[config.mk]
export PLATFORM = sky130hd
export DESIGN_NAME = uart_frame_bridge
export DESIGN_NICKNAME = d
export VERILOG_FILES = /design/src/rtl/uart_frame_pkg.sv /design/src/rtl/uart_frame_bridge_fifo.sv /design/src/rtl/uart_frame_bridge.sv
export SDC_FILE = /design/constraint.sdc
export NUM_CORES = 1
export LEC_CHECK = 0
export ABC_AREA = 1
export ABC_CLOCK_PERIOD_IN_PS = 9300
export CELL_PAD_IN_SITES_DETAIL_PLACEMENT = 0
export CELL_PAD_IN_SITES_GLOBAL_PLACEMENT = 1
export CORE_ASPECT_RATIO = 1.25
export CORE_MARGIN = 3
export CORE_UTILIZATION = 35
export DETAILED_ROUTE_END_ITERATION = 8
export PLACE_DENSITY_LB_ADDON = 0.1
export REMOVE_ABC_BUFFERS = 1
export SLEW_MARGIN = 15
export SYNTH_ARGS = -nofsm -noshare
export SYNTH_HDL_FRONTEND = slang
export SYNTH_HIERARCHICAL = 1
export SYNTH_SLANG_ARGS = --single-unit
[constraint.sdc]
create_clock -name clock -period 9.3 [get_ports clock]
set_clock_uncertainty 0.2 [all_clocks]
set_input_delay 2.325 -clock clock [delete_from_list [all_inputs] [get_ports clock]]
set_output_delay 2.325 -clock clock [all_outputs]
set_load 0.01 [all_outputs]
[src/rtl/uart_frame_pkg.sv]
// Shared types and constant helpers for the UART frame bridge.
package uart_frame_pkg;

  typedef enum logic {
    IDLE = 1'b0,
    SEND = 1'b1
  } tx_state_t;

  function automatic int word_width(input int frame_bytes);
    return 8 * frame_bytes;
  endfunction

  function automatic int clog2(input int value);
    int result;
    result = 0;
    for (int i = 0; i < 31; i++) begin
      if ((1 << i) < value) result = i + 1;
    end
    return result;
  endfunction

endpackage

[src/rtl/uart_frame_bridge_fifo.sv]
// Word FIFO between the frame assembler and the core; head word is always visible.
module frame_word_fifo
  import uart_frame_pkg::*;
#(
  parameter int W = 64,
  parameter int DEPTH = 4,
  localparam int LVL_W = clog2(DEPTH + 1),
  localparam int PTR_W = clog2(DEPTH)
) (
  input  logic             clock,
  input  logic             reset,
  input  logic             push,
  input  logic [W-1:0]     push_data,
  input  logic             pop,
  output logic [W-1:0]     head,
  output logic             not_empty,
  output logic [LVL_W-1:0] level,
  output logic             drop
);

  logic [W-1:0]     mem [DEPTH];
  logic [PTR_W-1:0] wr_ptr_reg;
  logic [PTR_W-1:0] rd_ptr_reg;
  logic [LVL_W-1:0] level_reg;
  logic             full;
  logic             do_pop;
  logic             do_push;

  assign not_empty = (level_reg != '0);
  assign full      = (level_reg == LVL_W'(DEPTH));
  assign do_pop    = pop && not_empty;
  // A pop in the same cycle frees the slot, so a push onto a full FIFO still lands.
  assign do_push   = push && (!full || do_pop);
  assign drop      = push && full && !do_pop;
  assign head      = mem[rd_ptr_reg];
  assign level     = level_reg;

  always_ff @(posedge clock) begin
    if (reset) begin
      wr_ptr_reg <= '0;
      rd_ptr_reg <= '0;
      level_reg  <= '0;
      for (int i = 0; i < DEPTH; i++) mem[i] <= '0;
    end else begin
      if (do_push) begin
        mem[wr_ptr_reg] <= push_data;
        wr_ptr_reg      <= wr_ptr_reg + PTR_W'(1);
      end
      if (do_pop) rd_ptr_reg <= rd_ptr_reg + PTR_W'(1);
      if (do_push && !do_pop) level_reg <= level_reg + LVL_W'(1);
      else if (do_pop && !do_push) level_reg <= level_reg - LVL_W'(1);
    end
  end

endmodule

[src/rtl/uart_frame_bridge.sv]
// Assembles UART bytes into core words (buffered) and serialises core results back to bytes.
module uart_frame_bridge
  import uart_frame_pkg::*;
#(
  parameter int FRAME_BYTES = 8,
  parameter int DEPTH = 4,
  parameter bit LSB_FIRST = 1'b1,
  parameter int TIMEOUT_CYCLES = 0,
  localparam int W = word_width(FRAME_BYTES),
  localparam int LVL_W = clog2(DEPTH + 1)
) (
  input  logic             clock,
  input  logic             reset,
  input  logic [7:0]       rx_byte,
  input  logic             rx_valid,
  output logic [W-1:0]     data_value,
  output logic             data_valid,
  input  logic             data_ready,
  input  logic [W-1:0]     result_value,
  input  logic             result_valid,
  output logic [7:0]       tx_byte,
  output logic             tx_valid,
  input  logic             tx_ready,
  output logic [LVL_W-1:0] fifo_level,
  output logic             rx_overflow,
  output logic             tx_overrun,
  output logic             rx_timeout
);

  localparam int IDX_W  = (clog2(FRAME_BYTES) < 1) ? 1 : clog2(FRAME_BYTES);
  localparam int IDLE_W = (clog2(TIMEOUT_CYCLES + 1) < 1) ? 1 : clog2(TIMEOUT_CYCLES + 1);
  localparam logic [IDX_W-1:0]  LAST_IDX  = IDX_W'(FRAME_BYTES - 1);
  localparam logic [IDLE_W-1:0] IDLE_LAST = IDLE_W'((TIMEOUT_CYCLES > 0) ? TIMEOUT_CYCLES - 1 : 0);

  logic [IDX_W-1:0]  byte_cnt_reg;
  logic [W-1:0]      asm_reg;
  logic [W-1:0]      asm_next;
  logic [IDLE_W-1:0] idle_reg;
  logic              frame_done;
  logic              timeout_fire;
  logic              fifo_drop;

  tx_state_t         state_reg, state_next;
  logic [W-1:0]      tx_shift_reg, tx_shift_next;
  logic [IDX_W-1:0]  tx_idx_reg, tx_idx_next;
  logic              result_valid_q;
  logic              result_edge;
  logic              overrun_set;
  logic [7:0]        tx_lane [FRAME_BYTES];

  // Lane gi is the gi-th byte on the wire; LSB_FIRST chooses where it sits in the word.
  for (genvar gi = 0; gi < FRAME_BYTES; gi++) begin : g_lane
    localparam int POS = LSB_FIRST ? gi : FRAME_BYTES - 1 - gi;
    assign asm_next[POS*8 +: 8] = (rx_valid && byte_cnt_reg == IDX_W'(gi)) ? rx_byte
                                                                           : asm_reg[POS*8 +: 8];
    assign tx_lane[gi] = tx_shift_reg[POS*8 +: 8];
  end

  assign frame_done   = rx_valid && (byte_cnt_reg == LAST_IDX);
  assign timeout_fire = (TIMEOUT_CYCLES > 0) && !rx_valid && (byte_cnt_reg != '0)
                        && (idle_reg == IDLE_LAST);

  always_ff @(posedge clock) begin
    if (reset) begin
      byte_cnt_reg <= '0;
      asm_reg      <= '0;
      idle_reg     <= '0;
      rx_timeout   <= 1'b0;
      rx_overflow  <= 1'b0;
    end else begin
      rx_timeout <= timeout_fire;
      if (fifo_drop) rx_overflow <= 1'b1;
      if (rx_valid) begin
        asm_reg      <= asm_next;
        byte_cnt_reg <= frame_done ? '0 : byte_cnt_reg + IDX_W'(1);
        idle_reg     <= '0;
      end else if (timeout_fire) begin
        byte_cnt_reg <= '0;
        idle_reg     <= '0;
      end else if (byte_cnt_reg != '0) begin
        idle_reg <= idle_reg + IDLE_W'(1);
      end else begin
        idle_reg <= '0;
      end
    end
  end

  frame_word_fifo #(
    .W     (W),
    .DEPTH (DEPTH)
  ) u_fifo (
    .clock     (clock),
    .reset     (reset),
    .push      (frame_done),
    .push_data (asm_next),
    .pop       (data_ready),
    .head      (data_value),
    .not_empty (data_valid),
    .level     (fifo_level),
    .drop      (fifo_drop)
  );

  assign result_edge = result_valid && !result_valid_q;
  assign tx_valid    = (state_reg == SEND);
  assign tx_byte     = tx_lane[tx_idx_reg];

  always_comb begin
    state_next    = state_reg;
    tx_shift_next = tx_shift_reg;
    tx_idx_next   = tx_idx_reg;
    overrun_set   = 1'b0;
    case (state_reg)
      IDLE: begin
        if (result_edge) begin
          state_next    = SEND;
          tx_shift_next = result_value;
          tx_idx_next   = '0;
        end
      end
      SEND: begin
        // Any new result while busy is dropped, including on the final handshake.
        overrun_set = result_edge;
        if (tx_ready) begin
          if (tx_idx_reg == LAST_IDX) state_next = IDLE;
          else tx_idx_next = tx_idx_reg + IDX_W'(1);
        end
      end
      default: state_next = IDLE;
    endcase
  end

  always_ff @(posedge clock) begin
    if (reset) begin
      state_reg      <= IDLE;
      tx_shift_reg   <= '0;
      tx_idx_reg     <= '0;
      result_valid_q <= 1'b0;
      tx_overrun     <= 1'b0;
    end else begin
      state_reg      <= state_next;
      tx_shift_reg   <= tx_shift_next;
      tx_idx_reg     <= tx_idx_next;
      result_valid_q <= result_valid;
      if (overrun_set) tx_overrun <= 1'b1;
    end
  end

endmodule
==> flow_summary.html <==
<table>
<tr><th>Metric</th><th>Value</th></tr>
<tr><th colspan="2">Setup path</th></tr>
<tr><td>Crit path capture type</td><td>primary output</td></tr>
<tr><td>End of the worst register-to-register path</td><td>u_fifo/mem[1][10]$_SDFFCE_PN0P_</td></tr>
<tr><td>Crit-path slowest cell</td><td>sky130_fd_sc_hd__dfxtp_4</td></tr>
<tr><td>Ordered list of cells on the worst path</td><td>clkinv_2 -&gt; buf_4 -&gt; o21ai_0 -&gt; o22ai_1 -&gt; clkdlybuf4s50_1</td></tr>
<tr><td>Beginning of the worst register-to-register path</td><td>byte_cnt_reg[0]$_SDFFE_PP0P_</td></tr>
<tr><td>Crit Path Category</td><td>flop to primary output</td></tr>
<tr><td>Nature of the critical path startpoint</td><td>flop</td></tr>
<tr><td>Highest net fanout along the worst path</td><td>80</td></tr>
<tr><td>Worst R2R Path Depth</td><td>10</td></tr>
<tr><td>Maximum single-stage delay on the critical path</td><td>between 800 and 900 ps</td></tr>
<tr><td>Required time worst endpoint</td><td>6780 ps</td></tr>
<tr><td>CP Capture Point</td><td>data_value[58]</td></tr>
<tr><td>Reg-to-reg slack, setup</td><td>approximately 5800 ps</td></tr>
<tr><td>Data arrival at the endpoint of the critical path</td><td>roughly 3800 ps</td></tr>
<tr><th colspan="2">Synth</th></tr>
<tr><td>Top flip-flop cell by instance count after synthesis</td><td>sky130_fd_sc_hd__edfxtp_1</td></tr>
<tr><td>Avg Cell Area, Syn</td><td>8.86 um2</td></tr>
<tr><td>Syn. warnings</td><td>6</td></tr>
<tr><td>Most area-hungry cell type in the Yosys netlist</td><td>sky130_fd_sc_hd__edfxtp_1</td></tr>
<tr><td>Top cells by area in the synthesized netlist</td><td>sky130_fd_sc_hd__edfxtp_1 (42%), sky130_fd_sc_hd__dfxtp_1 (16%), sky130_fd_sc_hd__inv_1 (7.0%), sky130_fd_sc_hd__nand2_1 (7.0%), sky130_fd_sc_hd__nor2_1 (6.1%)</td></tr>
<tr><td>Cells after Synth</td><td>2063</td></tr>
<tr><td>Number of enable flip-flop cells after synthesis</td><td>256</td></tr>
<tr><td>Top cells by count, synth</td><td>sky130_fd_sc_hd__inv_1 (340), sky130_fd_sc_hd__nand2_1 (339), sky130_fd_sc_hd__nor2_1 (297), sky130_fd_sc_hd__edfxtp_1 (256), sky130_fd_sc_hd__o21ai_0 (200)</td></tr>
<tr><td>Synth Register Bits</td><td>between 400 and 500</td></tr>
<tr><td>Share of the synthesized area in the top cell type</td><td>0.421</td></tr>
<tr><td>Combined area of all synthesized cells</td><td>between 15000 and 20000 um2</td></tr>
<tr><td>Count of cell types in the netlist</td><td>30</td></tr>
<tr><td>Sequential area share after synthesis</td><td>0.582</td></tr>
<tr><td>Most used standard cell by instance count after synthesis</td><td>sky130_fd_sc_hd__inv_1</td></tr>
<tr><td>Async SR Flop Fraction</td><td>0</td></tr>
<tr><th colspan="2">Timing</th></tr>
<tr><td>Number of slew-limit violations in the final report</td><td>0</td></tr>
<tr><td>Final setup viols</td><td>0</td></tr>
<tr><td>Max Freq</td><td>approximately 160 MHz</td></tr>
<tr><td>Headroom to the max-slew limit</td><td>0.236</td></tr>
<tr><td>RSZ-0062 raised after global routing</td><td>false</td></tr>
<tr><td>Final critical-path required period</td><td>6330 ps</td></tr>
<tr><td>Pin slew with the least headroom to its limit</td><td>1140 ps</td></tr>
<tr><td>Worst Setup Slack, final</td><td>2970 ps</td></tr>
<tr><td>Final period utilization</td><td>0.680</td></tr>
<tr><td>Final hold violation count</td><td>0</td></tr>
<tr><th colspan="2">Die</th></tr>
<tr><td>Effective utilization at floorplan</td><td>0.355</td></tr>
<tr><td>Floorplan die area</td><td>55000 um2</td></tr>
<tr><td>Core Region</td><td>51500 um2</td></tr>
<tr><td>Horizontal die dimension</td><td>210 um</td></tr>
<tr><td># rows</td><td>93</td></tr>
<tr><td>Die boundary height</td><td>between 200 and 300 um</td></tr>
<tr><td># IOs</td><td>158</td></tr>
<tr><th colspan="2">Placed design</th></tr>
<tr><td>Cell Area, Placed</td><td>roughly 20000 um2</td></tr>
<tr><td>Setup slack at placement</td><td>about 3300 ps</td></tr>
<tr><td>Post-detail-place hpwl</td><td>30200 um</td></tr>
<tr><td>Port-buffer cells</td><td>156</td></tr>
<tr><td>Placer Congestion</td><td>0.743</td></tr>
<tr><th colspan="2">Global routing</th></tr>
<tr><td>Antenna violations before repair</td><td>1</td></tr>
<tr><td>Maximum number of pins on one net before global-route repair</td><td>81</td></tr>
<tr><td>Most utilized layer in the global route result</td><td>met2</td></tr>
<tr><td>Vias in the first global route</td><td>13500</td></tr>
<tr><td>Met2 track demand over resource in global routing</td><td>0.339</td></tr>
<tr><td>Global-route wire length before repair</td><td>76300 um</td></tr>
<tr><td>Residual overflow from global routing</td><td>0</td></tr>
<tr><td>Overall global routing resource usage</td><td>0.178</td></tr>
<tr><td>Met3 layer usage reported by global route</td><td>0.0309</td></tr>
<tr><td>Met1 Resource Use GR</td><td>0.208</td></tr>
<tr><th colspan="2">CTS</th></tr>
<tr><td>Clock tree from TritonCTS</td><td>yes</td></tr>
<tr><td>Clock net sink count</td><td>403</td></tr>
<tr><td>TritonCTS Buffers</td><td>44</td></tr>
<tr><td>Clock slew seen by the registers of the worst setup and hold paths</td><td>around 60 ps</td></tr>
<tr><td>CTS H-Tree Depth</td><td>2</td></tr>
<tr><td># resized after CTS</td><td>0</td></tr>
<tr><td>CTS Hold Buffers Added</td><td>0</td></tr>
<tr><td>Number of post-CTS setup repair buffers</td><td>0</td></tr>
<tr><td>Later-pin clock latency in the skew report</td><td>roughly 560 ps</td></tr>
<tr><td>CTS Root Buffer Type</td><td>sky130_fd_sc_hd__clkbuf_16</td></tr>
<tr><td>Maximum clock path buffer count</td><td>3</td></tr>
<tr><th colspan="2">Route</th></tr>
<tr><td>Average wire per standard cell</td><td>approximately 17 um</td></tr>
<tr><td>Post-DR vias/cell</td><td>4.68</td></tr>
<tr><td>Final wirelength</td><td>about 49000 um</td></tr>
<tr><td>Final antenna-violating net count</td><td>0</td></tr>
<tr><td>Iter 0 DRT Violations</td><td>706</td></tr>
<tr><td>Number of detailed-route iterations in the first pass</td><td>5</td></tr>
<tr><td>Drt drc</td><td>0</td></tr>
<tr><td>Vias post-DR</td><td>13400</td></tr>
<tr><th colspan="2">Finish</th></tr>
<tr><td>Area overhead of the layout relative to synthesis</td><td>18.0%</td></tr>
<tr><td>Proportion of layout cells with a drive suffix above 1</td><td>0.0834</td></tr>
<tr><td>Antenna diode count</td><td>0</td></tr>
<tr><td>NumNets Final</td><td>2247</td></tr>
<tr><td>Number of flip-flops under the largest register name</td><td>256</td></tr>
<tr><td>Total non-filler cell area in the finished layout</td><td>approximately 22000 um2</td></tr>
<tr><td>Utilization after layout</td><td>0.418</td></tr>
<tr><th colspan="2">Outcome</th></tr>
<tr><td>Result of the run</td><td>finished, final reports clean</td></tr>
<tr><th colspan="2">Hold path</th></tr>
<tr><td>Classification of the worst-slack hold path</td><td>flop to flop</td></tr>
<tr><th colspan="2">Power and ir drop</th></tr>
<tr><td>LEAKAGE</td><td>9.56 nW</td></tr>
<tr><td>Worst VDD drop</td><td>149 uV</td></tr>
<tr><td>Pwr per Cell Area</td><td>around 220 nW/um2</td></tr>
<tr><td>Overall power</td><td>between 4 and 5 mW</td></tr>
<tr><th colspan="2">Flow run</th></tr>
<tr><td># Max-Cap Violations</td><td>0</td></tr>
</table>
-- cell families (layout without fill, tap and decap cells) --
kind of cell / count (synthesis) / in the layout / share of synthesized area
simple gates: 836 / 836 / 0.204
buf+inv: 473 / 603 / 0.109
flops: 403 / 403 / 0.582
compound gates: 338 / 338 / 0.0971
fa+ha+maj: 10 / 10 / 0.00726
xor+xnor: 2 / 2 / 0.000959
other cells: 1 / 1 / 0.000205
-- how the worst min path moves through the flow --
stage	depth (start not counted)	slack, ps	startpoint	end
detailed placement	2	260	tx_shift_reg[27]$_SDFFE_PP0P_	tx_shift_reg[27]$_SDFFE_PP0P_
global route	2	280	tx_shift_reg[49]$_SDFFE_PP0P_	tx_shift_reg[49]$_SDFFE_PP0P_
finish	2	260	tx_shift_reg[60]$_SDFFE_PP0P_	tx_shift_reg[60]$_SDFFE_PP0P_
CTS	2	260	tx_shift_reg[27]$_SDFFE_PP0P_	tx_shift_reg[27]$_SDFFE_PP0P_
global placement	2	250	tx_shift_reg[13]$_SDFFE_PP0P_	tx_shift_reg[13]$_SDFFE_PP0P_
floorplan	2	240	tx_shift_reg[0]$_SDFFE_PP0P_	tx_shift_reg[0]$_SDFFE_PP0P_
-- critical path, delay by kind of cell, from the launching register on --
kind / cells / cell delay (ps)
AOI/OAI and AO/OA: 2 / 400
buffers and inverters: 3 / 1920
DFF: 1 / 840
-- stage by stage --
| step | TNS [ps] | instances | hold slack, ps |
|---|---|---|---|
| floorplan | -34200 | 1937 | 239 |
| global placement | 0 | 2778 | 252 |
| detailed placement | 0 | 2778 | 255 |
| CTS | 0 | 2858 | 264 |
| global route | 0 | 2858 | 282 |
| finish | 0 | 2858 | 263 |
-- power by group --
part | switching (mW) | internal (mW)
Sequential | 0.0719 | 1.97
Combinational | 0.578 | 0.441
Clock | 0.704 | 0.995
-- cell usage in the layout, fill, tap and decap left out, drive strengths merged, types with 64 or more instances in the layout --
master,instances
clkdlybuf4s50,155
nor2,341
o21ai,200
edfxtp,256
a21oi,73
o22ai,64
nand2,382
nor3,65
inv,345
dfxtp,147
-- metal layers --
layer	share of wire	wire, um
met1	0.41	20200
met2	0.53	26100
met3	0.040	1990
met4	0.020	994
met5	0.00026	13
-- layout make-up --
type / instances / area, um2
clock buffers: 59 / 1210
clock inverters: 21 / 180
fillers: 5229 / 30000
inverters: 347 / 1300
multi-input cells: 1187 / 5690
flip-flops and latches: 403 / 10600
well taps: 665 / 832
repair buffers: 176 / 1710
Note: power is estimated with default switching activity, not from simulation.
